### src/rtl/tag_way_manager.sv
// Set-associative tag/valid store with per-set replacement and a 3-state pipeline.
// Define TAG_WAY_MGR_LRU_EN for true LRU replacement; otherwise round-robin.
module tag_way_manager #(
  parameter int i_size = 20,
  parameter int c_size = 12,
  parameter int a_size = 8,
  parameter int d_size = 6,
  localparam int idx_w = c_size - d_size - $clog2(a_size),
  localparam int tag_w = i_size - idx_w - d_size,
  localparam int way_w = $clog2(a_size)
) (
  input  logic              clk,
  input  logic              reset,
  input  logic              req_valid,
  output logic              req_ready,
  input  logic [i_size-1:0] req_addr,
  input  logic              req_inv,
  output logic              resp_valid,
  output logic              resp_hit,
  output logic [way_w-1:0]  resp_way,
  output logic              resp_evict,
  output logic [tag_w-1:0]  resp_evict_tag
);

  localparam int n_sets = 1 << idx_w;

  localparam logic [1:0] S_IDLE   = 2'd0;
  localparam logic [1:0] S_LOOKUP = 2'd1;
  localparam logic [1:0] S_UPDATE = 2'd2;

  logic [1:0]       r_state;
  logic [tag_w-1:0] r_tag;
  logic [idx_w-1:0] r_idx;
  logic             r_inv;

  logic             r_hit;
  logic [way_w-1:0] r_way;
  logic             r_evict;
  logic [tag_w-1:0] r_evict_tag;

  logic [tag_w-1:0]  r_tags  [n_sets][a_size];
  logic [a_size-1:0] r_valid [n_sets];

`ifdef TAG_WAY_MGR_LRU_EN
  logic [way_w-1:0] r_age [n_sets][a_size];
`else
  logic [way_w-1:0] r_ptr [n_sets];
`endif

  logic             w_accept;
  logic             w_resp;
  logic             w_hit;
  logic [way_w-1:0] w_hit_way;
  logic             w_has_inv;
  logic [way_w-1:0] w_inv_way;
  logic [way_w-1:0] w_victim;
  logic             w_unused_ofs;

  // Offset bits select bytes within a block and play no part here.
  assign w_unused_ofs = &{1'b0, req_addr[d_size-1:0]};

  assign req_ready = (r_state == S_IDLE) && !reset;
  assign w_accept  = req_valid && req_ready;
  assign w_resp    = (r_state == S_UPDATE) && !reset;

  assign resp_valid     = w_resp;
  assign resp_hit       = w_resp && r_hit;
  assign resp_way       = w_resp ? r_way : '0;
  assign resp_evict     = w_resp && r_evict;
  assign resp_evict_tag = w_resp ? r_evict_tag : '0;

  // Tag compare and first-free search; descending scan leaves the lowest way.
  always_comb begin
    w_hit     = 1'b0;
    w_hit_way = '0;
    w_has_inv = 1'b0;
    w_inv_way = '0;
    for (int i = a_size - 1; i >= 0; i--) begin
      if (r_valid[r_idx][i] && (r_tags[r_idx][i] == r_tag)) begin
        w_hit     = 1'b1;
        w_hit_way = way_w'(i);
      end
      if (!r_valid[r_idx][i]) begin
        w_has_inv = 1'b1;
        w_inv_way = way_w'(i);
      end
    end
  end

`ifdef TAG_WAY_MGR_LRU_EN
  // The oldest way (age a_size-1) is the replacement victim.
  always_comb begin
    w_victim = '0;
    for (int i = 0; i < a_size; i++) begin
      if (r_age[r_idx][i] == way_w'(a_size - 1)) begin
        w_victim = way_w'(i);
      end
    end
  end
`else
  assign w_victim = r_ptr[r_idx];
`endif

  // Request capture, lookup result registration and state sequencing.
  always_ff @(posedge clk) begin
    if (reset) begin
      r_state     <= S_IDLE;
      r_tag       <= '0;
      r_idx       <= '0;
      r_inv       <= 1'b0;
      r_hit       <= 1'b0;
      r_way       <= '0;
      r_evict     <= 1'b0;
      r_evict_tag <= '0;
    end else begin
      case (r_state)
        S_IDLE: begin
          if (w_accept) begin
            r_tag   <= req_addr[i_size-1:idx_w+d_size];
            r_idx   <= req_addr[idx_w+d_size-1:d_size];
            r_inv   <= req_inv;
            r_state <= S_LOOKUP;
          end
        end
        S_LOOKUP: begin
          r_hit       <= w_hit;
          r_evict     <= 1'b0;
          r_evict_tag <= '0;
          if (r_inv) begin
            r_way <= w_hit ? w_hit_way : '0;
          end else if (w_hit) begin
            r_way <= w_hit_way;
          end else if (w_has_inv) begin
            r_way <= w_inv_way;
          end else begin
            r_way       <= w_victim;
            r_evict     <= 1'b1;
            r_evict_tag <= r_tags[r_idx][w_victim];
          end
          r_state <= S_UPDATE;
        end
        S_UPDATE: begin
          r_state <= S_IDLE;
        end
        default: begin
          r_state <= S_IDLE;
        end
      endcase
    end
  end

  // Commit tag, valid and replacement state for the set under update.
  always_ff @(posedge clk) begin
    if (reset) begin
      for (int s = 0; s < n_sets; s++) begin
        r_valid[s] <= '0;
`ifdef TAG_WAY_MGR_LRU_EN
        for (int i = 0; i < a_size; i++) begin
          r_age[s][i] <= way_w'(i);
        end
`else
        r_ptr[s] <= '0;
`endif
      end
    end else if (r_state == S_UPDATE) begin
      if (r_inv) begin
        if (r_hit) begin
          r_valid[r_idx][r_way] <= 1'b0;
        end
      end else begin
        if (!r_hit) begin
          r_tags[r_idx][r_way]  <= r_tag;
          r_valid[r_idx][r_way] <= 1'b1;
        end
`ifdef TAG_WAY_MGR_LRU_EN
        for (int i = 0; i < a_size; i++) begin
          if (r_age[r_idx][i] < r_age[r_idx][r_way]) begin
            r_age[r_idx][i] <= r_age[r_idx][i] + 1'b1;
          end
        end
        r_age[r_idx][r_way] <= '0;
`else
        if (r_evict) begin
          r_ptr[r_idx] <= r_ptr[r_idx] + 1'b1;
        end
`endif
      end
    end
  end

endmodule

### config.mk
export PLATFORM = sky130hd
export DESIGN_NAME = tag_way_manager
export DESIGN_NICKNAME = d
export VERILOG_FILES = /design/src/rtl/tag_way_manager.sv
export SDC_FILE = /design/constraint.sdc
export NUM_CORES = 1
export LEC_CHECK = 0
export ABC_AREA = 0
export BUFFER_PORTS_ARGS = -buffer_cell sky130_fd_sc_hd__clkbuf_2
export CELL_PAD_IN_SITES_DETAIL_PLACEMENT = 0
export CELL_PAD_IN_SITES_GLOBAL_PLACEMENT = 2
export CORE_MARGIN = 4
export CORE_UTILIZATION = 44
export DETAILED_ROUTE_END_ITERATION = 6
export PLACE_DENSITY_LB_ADDON = 0.1
export SLEW_MARGIN = 20
export SYNTH_ARGS = -nofsm -noshare
export SYNTH_HDL_FRONTEND = slang
export SYNTH_SLANG_ARGS = --single-unit
export TNS_END_PERCENT = 100
### constraint.sdc
create_clock -name clk -period 3.09 [get_ports clk]
set_input_delay 0.618 -clock clk [delete_from_list [all_inputs] [get_ports clk]]
set_output_delay 0.618 -clock clk [all_outputs]
set_load 0.005 [all_outputs]
Yosys cells after proc, flatten, opt, wreduce, memory -nomap -nowiden
Memory sizes are Yosys's and may differ from the RTL's. A register that Yosys moved wholly into a read port is not among the register bits.
Cells that the tools add are included.
- register bits: 33
- memory bits (writable): 792
- bits of input ports: 24
- output and inout port bits: 18
- logic and storage cells: 149
- memories: 3
- memories (name ; depth ; width ; read ports ; clocked after memory_dff ; wr ports ; line ; text):
    r_tags ; 8 ; 88 ; 1 ; 1 ; 1 ; 41 ; logic [tag_w-1:0] r_tags [n_sets][a_size];
    r_valid ; 8 ; 8 ; 1 ; 1 ; 8 ; 42 ; logic [a_size-1:0] r_valid [n_sets];
    r_ptr ; 8 ; 3 ; 1 ; 1 ; 8 ; 47 ; logic [way_w-1:0] r_ptr [n_sets];
- add/subtract/negate cells: 1
- $lt $le $gt $ge: 5
- equal/unequal tests: 11
- mux-type cells: 91
- bitwise gates (word level): 10
- reduce and logical (&&, ||, !) cells: 20
- operator list (kind ; count):
    3-bit two-way mux ; 30
    11-bit equality test ; 8
    88-bit two-way mux ; 1
    11-bit two-way mux ; 7
    1-bit two-way mux ; 44
    11-bit binary-select mux with 3-bit select ; 1
    11-bit demux with 3-bit select ; 1
    8-bit two-way mux ; 4
    1-bit logical AND ; 15
    4-bit greater-or-equal comparator, second input constant ; 2
    3-bit NOT with 4-bit output ; 2
    1-bit OR ; 8
    8-bit OR reduction ; 1
    3-bit by 4-bit less-than comparator with 1-bit output, second input constant ; 1
    4-bit by 1-bit less-than comparator with 1-bit output, second input constant ; 1
    2-bit case mux with 2 select lines ; 1
    3-bit by 1-bit adder with 3-bit output, second input constant ; 1
    1-bit demux with 3-bit select ; 1
    3-bit by 1-bit greater-or-equal comparator with 1-bit output, second input constant ; 1
    3-bit OR reduction ; 1
    2-bit by 1-bit equality test with 1-bit output, second input constant ; 1
    2-bit equality test, second input constant ; 1
    2-bit logical NOT ; 1
    2-bit two-way mux ; 1
    3 further kinds ; 3

Depth between registers and ports, before layout
Gate-level depths: netlist of the first run.
- depth after elaboration: 12
- depth in mapped cells: 15

Worst setup path before layout of the first run
No wires, ideal clock.
- path kind: flip-flop to flip-flop
- start: register r_tag[9]
- end: register r_evict_tag[10]
- library setup time: 117 ps
- arrival time: 3252 ps
- data required time: 2973 ps
- setup slack: -278 ps
- cell stages (with the launch flop): 11
- period minus slack after synthesis: 3368 ps
- cells stage by stage: dfxtp_1 > clkbuf_2 > inv_1 > or3_1 > a2111oi_2 > nand4_1 > o41ai_4 > nor3_4 > and3_4 > buf_6 > a22o_1
- longest elaborated chain between the ends: 12
- ends and longest elaborated chain (element ; line ; text):
    start: declaration ; 32 ; logic [tag_w-1:0] r_tag;
    start signal: assignment ; 119 ; r_tag <= req_addr[i_size-1:idx_w+d_size];
    11-bit equality test ; 79 ; if (r_valid[r_idx][i] && (r_tags[r_idx][i] == r_tag)) begin
    1-bit logical AND ; 79 ;
    1-bit two-way mux (7 in a row) ; 79 ;
    1-bit two-way mux (*) ; 79 ;
    11-bit two-way mux (*) ; 131 ; end else if (w_hit) begin
    11-bit two-way mux (*) ; 129 ; if (r_inv) begin
    end signal: assignment ; 138 ; r_evict_tag <= r_tags[r_idx][w_victim];
    end: declaration ; 39 ; logic [tag_w-1:0] r_evict_tag;
Every way passes the cells marked *; elsewhere a longest branch is shown, timed or not.
A chain may end at the register's enable or synchronous reset.

==> run_results.csv, run 1 <==
group,metric,value,unit
synthesis,ys_async_sr_fraction,0,%
synthesis,yosysWarnings,0,
worst_setup_path,crit_type,"reg2reg",
synthesis,yosys.area_share.simple,5.77,%
sta,min_period,3.31,ns
cells_and_area,final_cells,3749,
sta,finalSetupTns,-2.86,ns
floorplanning,die_area,85800,um2
route,final_antenna_net_count,0,
placed_design,io_buffers,35,
power,leakage,0.0157,uW
floorplanning,die_h,293,um
floorplanning,ios,42,
sta,worst_slack,-0.217,ns
route,via_count,21300,
status,status,"finished with violations",
worst_setup_path,required,3.61,ns
route,top_layer,"met4",
worst_hold_path,hp-class,"in2reg",
clock_tree,cts_buffer_depth,3,
synthesis,ys_seq_elements,828,
placed_design,dpl_cell_area,40300,um2
cells_and_area,stdcell_area,44400,um2
synthesis,synth_flop_cell,"edfxtp_1",
sta,hold_viol,0,
synthesis,syn-num-nets,2134,
synthesis,syn-mean-instance-area,16.9,um2
route,first_iter_violations,1899,
sta,report.final.slew_viol_count,0,
floorplanning,row_count,104,
grt,grt_max_degree,78,
grt,antenna_found_initial,6,
clock_tree,insertion_delay,0.64,ns
clock_tree,htreeDepth,3,
cells_and_area,areaGrowthSynthToFinish,24.3,%
clock_tree,tritoncts,"yes",
sta,hold_slack,0.208,ns
worst_setup_path,crit_buf_inv,4,
route,wl,105000,um
cells_and_area,drive_above_1_share,37.8,%
power,peakVddDrop,493,uV
synthesis,yosys.area_share.adder,0.0350,%
synthesis,synth_top_area_share,66.6,%
route,wl_per_cell,27.9,um
sta,min_period_over_period,107,%
clock_tree,clock_sinks,828,
route,drt-pass1-iter-count,5,
status,failed_checks,"negative setup slack",
worst_setup_path,crit_chain,"buf_12, buf_16, bufbuf_16, nand2_1, buf_4, o22ai_1, a221o_1, xnor2_1, or4_4, o31ai_4, nor3_4, and3_4, a22o_1",
route,route.met2.wl,49900,um
clock_tree,cts_inserted_buffers,87,
power,power_density,558,nW/um2
worst_setup_path,crit_slowest_cell,"or4_4",
floorplanning,coreArea,80500,um2
sta,skew,0.0206,ns
power,total_power,24800,uW
grt,grt_first_pass_wirelength,151000,um
synthesis,synthXorXnorAreaFrac,1.74,%
clock_tree,root_buffer,"clkbuf_16",
synthesis,synth-edff-count,792,
synthesis,synthTopCellsByCount,"edfxtp_1, nor2_1, mux2i_1",
synthesis,ys_top_cells_by_area,"edfxtp_1, mux4_2, mux2i_1",
worst_setup_path,cp.arrival,3.83,ns
synthesis,synth.distinct_cells,78,
cells_and_area,nets,2639,
synthesis,seq_area_frac_synth,68.6,%
floorplanning,start_util,44.3,%
floorplanning,die_x,293,um
sta,rsz0062_at_grt,"yes",
synthesis,muxShareOfSynthArea,16.5,%
placed_design,gp_congestion,0.903,
grt,grt_use_total,24.3,%
synthesis,synth_area,35700,um2
grt,grt_pass1_vias,21400,
placed_design,dp.cells,3524,
flow_run,drv_cap,0,
route,wl_met1,45900,um
synthesis,synth_most_common_cell,"edfxtp_1",
sta,finalSetupViolCount,16,
route,vias_per_cell,5.68,
placed_design,dp_hpwl,70100,um
worst_setup_path,critical_path_peak_fanout,6,
worst_setup_path,cp-end-kind,"register",
route,drc,0,
grt,overflow,0,
route,wl_met3,6260,um
sta,maxSlewHeadroom,48.7,%
synthesis,synth_compound_area_share,4.68,%
clock_tree,cts_hold_buf,0,
sta,tightest_slew,0.769,ns
worst_setup_path,crit_path_start_kind,"register",
worst_setup_path,cp_slowest_stage_delay,0.53,ns
synthesis,yosysTopAreaCell,"edfxtp_1",
synthesis,synth_top_family_by_area,"multiplexers",
worst_setup_path,cpLargestDelayFamily,"simple AND/OR/NAND/NOR gates",
synthesis,syn_inst,2109,
sta,fmax,0.302,GHz
clock_tree,clkTransAtPathRegs,0.06,ns
[cell type report]
type	count	area, um2
clock inverter	53	454
timing repair buffer	555	4870
antenna	3	7.51
sequential	828	24500
clock buffer	108	2340
multi-input combinational	1129	10800
fill	6441	36200
inverter	13	52.6
tap	1060	1330
[report_power, final]
| group | total [uW] | internal, uW | switching (uW) |
|---|---|---|---|
| clock network | 10200 | 5830 | 4370 |
| logic | 2180 | 1020 | 1160 |
| registers | 12400 | 12300 | 69.8 |
[cell families (layout without fill, tap and decap cells)]
family / after synthesis / count (layout)
flip-flops: 828 / 828
other: 0 / 3
XOR/XNOR: 71 / 71
buffers and inverters: 153 / 729
multiplexers: 386 / 386
adder cells (fa/ha/maj): 1 / 1
AND/OR/NAND/NOR: 438 / 439
AO/OA/AOI/OAI: 232 / 232
[cell usage in the layout, fill, tap and decap left out, drive strengths merged, types with 4 or more instances in the layout]
master    instances
buf             516
o31ai             4
and2              4
o21ai            24
clkinvlp          6
nor2            179
nand4             9
nor3             20
a21o             36
edfxtp          792
a2111oi           5
nor3b             6
nor2b             7
nand3            20
and3             32
nand2            99
a22o             12
o21bai           33
mux4            150
or3              13
mux2             58
dfxtp            36
nor4             15
bufinv            5
a21oi            31
o211ai            5
o22ai            22
inv              19
xnor2            62
xor2              9
clkinv           36
a211oi            7
a22oi            25
clkbuf          144
nand2b           15
mux2i           178
[per-layer routing]
metal / vias to the layer above / GRT usage [%]
met5: - / 0
met4: 0 / 6.08
met3: 158 / 4.00
met2: 683 / 39.1
met1: 11100 / 35.0
li1: 9348 / -
[sequential cells by signal, summed over array words and instances (netlist names), named ones only]
signal,flops
r_inv,1
r_evict_tag,11
r_idx,3
r_ptr,24
r_valid,64
r_tags,704
r_evict,1
r_way,3
r_tag,11
r_hit,1
r_state,2
[worst min-delay path: cells and delay by family]
kind,cells,cell delay [ns]
buffers and inverters,1,0.08
and+or+nand+nor,1,0.05
AOI/OAI and AO/OA,1,0.05
[per-stage QoR]
step	utilization, %	setup WS [ns]
after floorplan	-	0.00235
after global placement	50.0	-0.504
after detailed placement	50.0	-0.459
after CTS	54.6	-0.191
after global routing	55.1	-0.305
final	55.1	-0.217
[repair_timing]
| action | CTS | global route |
|---|---|---|
| pin swaps | 28 | 26 |
| setup buffers | 44 | 14 |
| gates resized for setup | 93 | 50 |
| gates cloned | 7 | 1 |
| setup endpoints to repair | 16 | 16 |
[path summary, 6_finish.rpt]
path	from	endpoint	slack, ns	cells after the start
hold / removal	req_addr[17]	r_tag[8]	0.21	3
setup reg to reg	register	r_evict_tag[8]	-0.22	13
setup / recovery	register	r_evict_tag[8]	-0.22	13
hold reg to reg	r_evict	r_evict	0.50	2
(Power assumes the default switching activity.)
==> run 2, diff against run 1 <==
--- a/config.mk
+++ b/config.mk
@@ -13,6 +13,7 @@
 export CORE_UTILIZATION = 44
 export DETAILED_ROUTE_END_ITERATION = 6
 export PLACE_DENSITY_LB_ADDON = 0.1
+export SETUP_SLACK_MARGIN = 0.02
 export SLEW_MARGIN = 20
 export SYNTH_ARGS = -nofsm -noshare
 export SYNTH_HDL_FRONTEND = slang
==> run_results.csv, run 2 (synthesized netlist as in run 1, its figures left out) <==
group,metric,value,unit
floorplanning,start_util,44.3,%
sta,min_period,3.36,ns
grt,grt_use_total,23.9,%
worst_setup_path,rrSetupSlack,-0.27,ns
power,peakVddDrop,483,uV
route,via_count,21000,
grt,grt_first_pass_wirelength,149000,um
route,first_iter_violations,1819,
clock_tree,htreeDepth,3,
sta,skew,0.0257,ns
grt,grt_pass1_vias,21100,
power,p_sw,5600,uW
grt,overflow,0,
clock_tree,tritoncts,"yes",
floorplanning,ios,42,
worst_hold_path,worstHoldStart,"req_addr[11]",
cells_and_area,fillers,6552,
worst_hold_path,whs_endpoint,"r_tag[2]",
worst_setup_path,cp.arrival,3.91,ns
clock_tree,cts_inserted_buffers,88,
power,sw_frac_of_total,22.6,%
cells_and_area,antenna_cells,0,
worst_setup_path,crit_path_start_kind,"register",
floorplanning,row_count,104,
placed_design,dp_hpwl,69200,um
sta,tightest_slew,0.984,ns
sta,rsz0062_at_grt,"yes",
worst_setup_path,cp-end-kind,"register",
flow_run,drv_cap,0,
route,vias_per_cell,5.64,
route,wl_per_cell,27.9,um
clock_tree,root_buffer,"clkbuf_16",
cells_and_area,final_util,54.3,%
grt,grt_max_degree,94,
power,leakage,0.0154,uW
worst_setup_path,r2r_cells,12,
sta,fmax,0.297,GHz
worst_hold_path,min_path_cells,3,
clock_tree,cts_buffer_depth,3,
grt,antenna_found_initial,2,
placed_design,place_ws,-0.316,ns
power,p_seq_share,49.9,%
worst_setup_path,crit_type,"reg2reg",
sta,worst_slack,-0.274,ns
cells_and_area,final_common_cell,"edfxtp_1",
sta,report.final.slew_viol_count,0,
status,status,"finished with violations",
sta,finalSetupTns,-3.62,ns
clock_tree,cts_hold_buf,0,
power,power_density,568,nW/um2
status,failed_checks,"negative setup slack",
cells_and_area,drive_above_1_share,35.2,%
worst_setup_path,required,3.63,ns
worst_setup_path,reg2reg_to,"r_evict_tag[6]",
placed_design,io_buffers,35,
floorplanning,die_h,293,um
power,clkPwrFrac,41.7,%
cells_and_area,areaGrowthSynthToFinish,22.5,%
sta,hold_viol,0,
route,drt-pass1-iter-count,5,
clock_tree,clock_sinks,828,
route,drc,0,
route,final_antenna_net_count,0,
clock_tree,clkTransAtPathRegs,0.06,ns
sta,maxSlewHeadroom,34.4,%
cells_and_area,nets,2618,
floorplanning,coreArea,80500,um2
power,p_comb_share,8.5,%
power,intPower,19200,uW
placed_design,gp_congestion,0.894,
cells_and_area,reg_top3,"r_tags: 704 flops, r_valid: 64 flops, r_ptr: 24 flops",
floorplanning,die_area,85800,um2
sta,finalSetupViolCount,16,
worst_setup_path,critical_path_peak_fanout,11,
cells_and_area,final_cell_mix,"edfxtp_1, buf_4, nor2_1, mux2i_1, mux4_2",
sta,min_period_over_period,109,%
worst_hold_path,hp-class,"in2reg",
cells_and_area,largest_register,"r_tags",
floorplanning,die_x,293,um
cells_and_area,largest_reg_flops,704,
route,wl,104000,um
clock_tree,insertion_delay,0.66,ns
-- run 2: cell types whose count changed in the layout (fill, tap and decap cells not counted), moves of 7 or more --
cell,delta
xnor2_1,+13
xnor2_2,-12
mux2i_1,+10
clkbuf_8,-8
o22ai_2,-8
clkbuf_1,+7
mux2i_2,-7
o22ai_1,+7
-- run 2: metal layers --
layer / track usage (%) / up-vias / routed length [um]
li1: - / 9299 / -
met1: 35.0 / 10900 / 46400
met2: 38.5 / 615 / 49200
met3: 3.36 / 149 / 5720
met4: 5.57 / 2 / 2420
met5: 0 / - / 13
-- run 2: worst max path at each step --
stage | slack (ns) | to | cells past startpoint
after CTS | -0.24 | r_way[0] | 12
after global routing | -0.34 | r_way[0] | 13
after detailed placement | -0.32 | r_way[0] | 12
after global placement | -0.29 | r_way[1] | 13
final | -0.27 | r_evict_tag[6] | 12
after floorplan | 0.05 | r_evict_tag[10] | 8
-- run 2: timing repair --
action / 4_1_cts / 5_1_grt
setup endpoints to repair: 16 / 16
gates cloned: 2 / 2
buffers inserted: 7 / 30
endpoints found under the hold margin: 0 / 0
pin swaps: 11 / 18
gates resized for setup: 32 / 33
-- run 2: critical path, cell delays in order (launching register included) --
cell and delay [ns]:
dfxtp_4 0.45, buf_12 0.19, buf_12 0.13, mux4_2 0.48, mux2i_1 0.14, buf_4 0.16
xor2_2 0.15, nand2_1 0.07, or4_4 0.56, o2111ai_4 0.32, nor3_4 0.08, and3_4 0.26
a22o_1 0.21
-- run 2: per-stage QoR --
stage / power [uW] / std cells / instance area (um2) / hold slack, ns
floorplan: 13600 / 2109 / 35700 / 0.436
global route: 25600 / 3725 / 43800 / 0.170
finish: 24800 / 3725 / 43800 / 0.185
global placement: 14600 / 3523 / 40200 / 0.470
detailed placement: 14600 / 3523 / 40200 / 0.465
CTS: 25000 / 3694 / 43300 / 0.156
-- run 2: cell type report --
type	instances	area [um2]	share of cell area (%)
flip-flops and latches	828	24500	56.1
multi-input cells	1128	10500	24.0
repair buffers	534	4490	10.3
clock buffers	108	2280	5.20
well taps	1060	1330	3.03
clock inverters	54	569	1.30
inverters	13	55.1	0.126
-- run 2: power groups by stage --
stage,clock (uW),combinational (uW),sequential (uW)
2_1_floorplan,0,1010,12600
4_1_cts,10600,2040,12400
6_report,10300,2110,12400
3_3_place_gp,0,1980,12600
3_5_place_dp,0,2000,12600
5_1_grt,11000,2220,12400
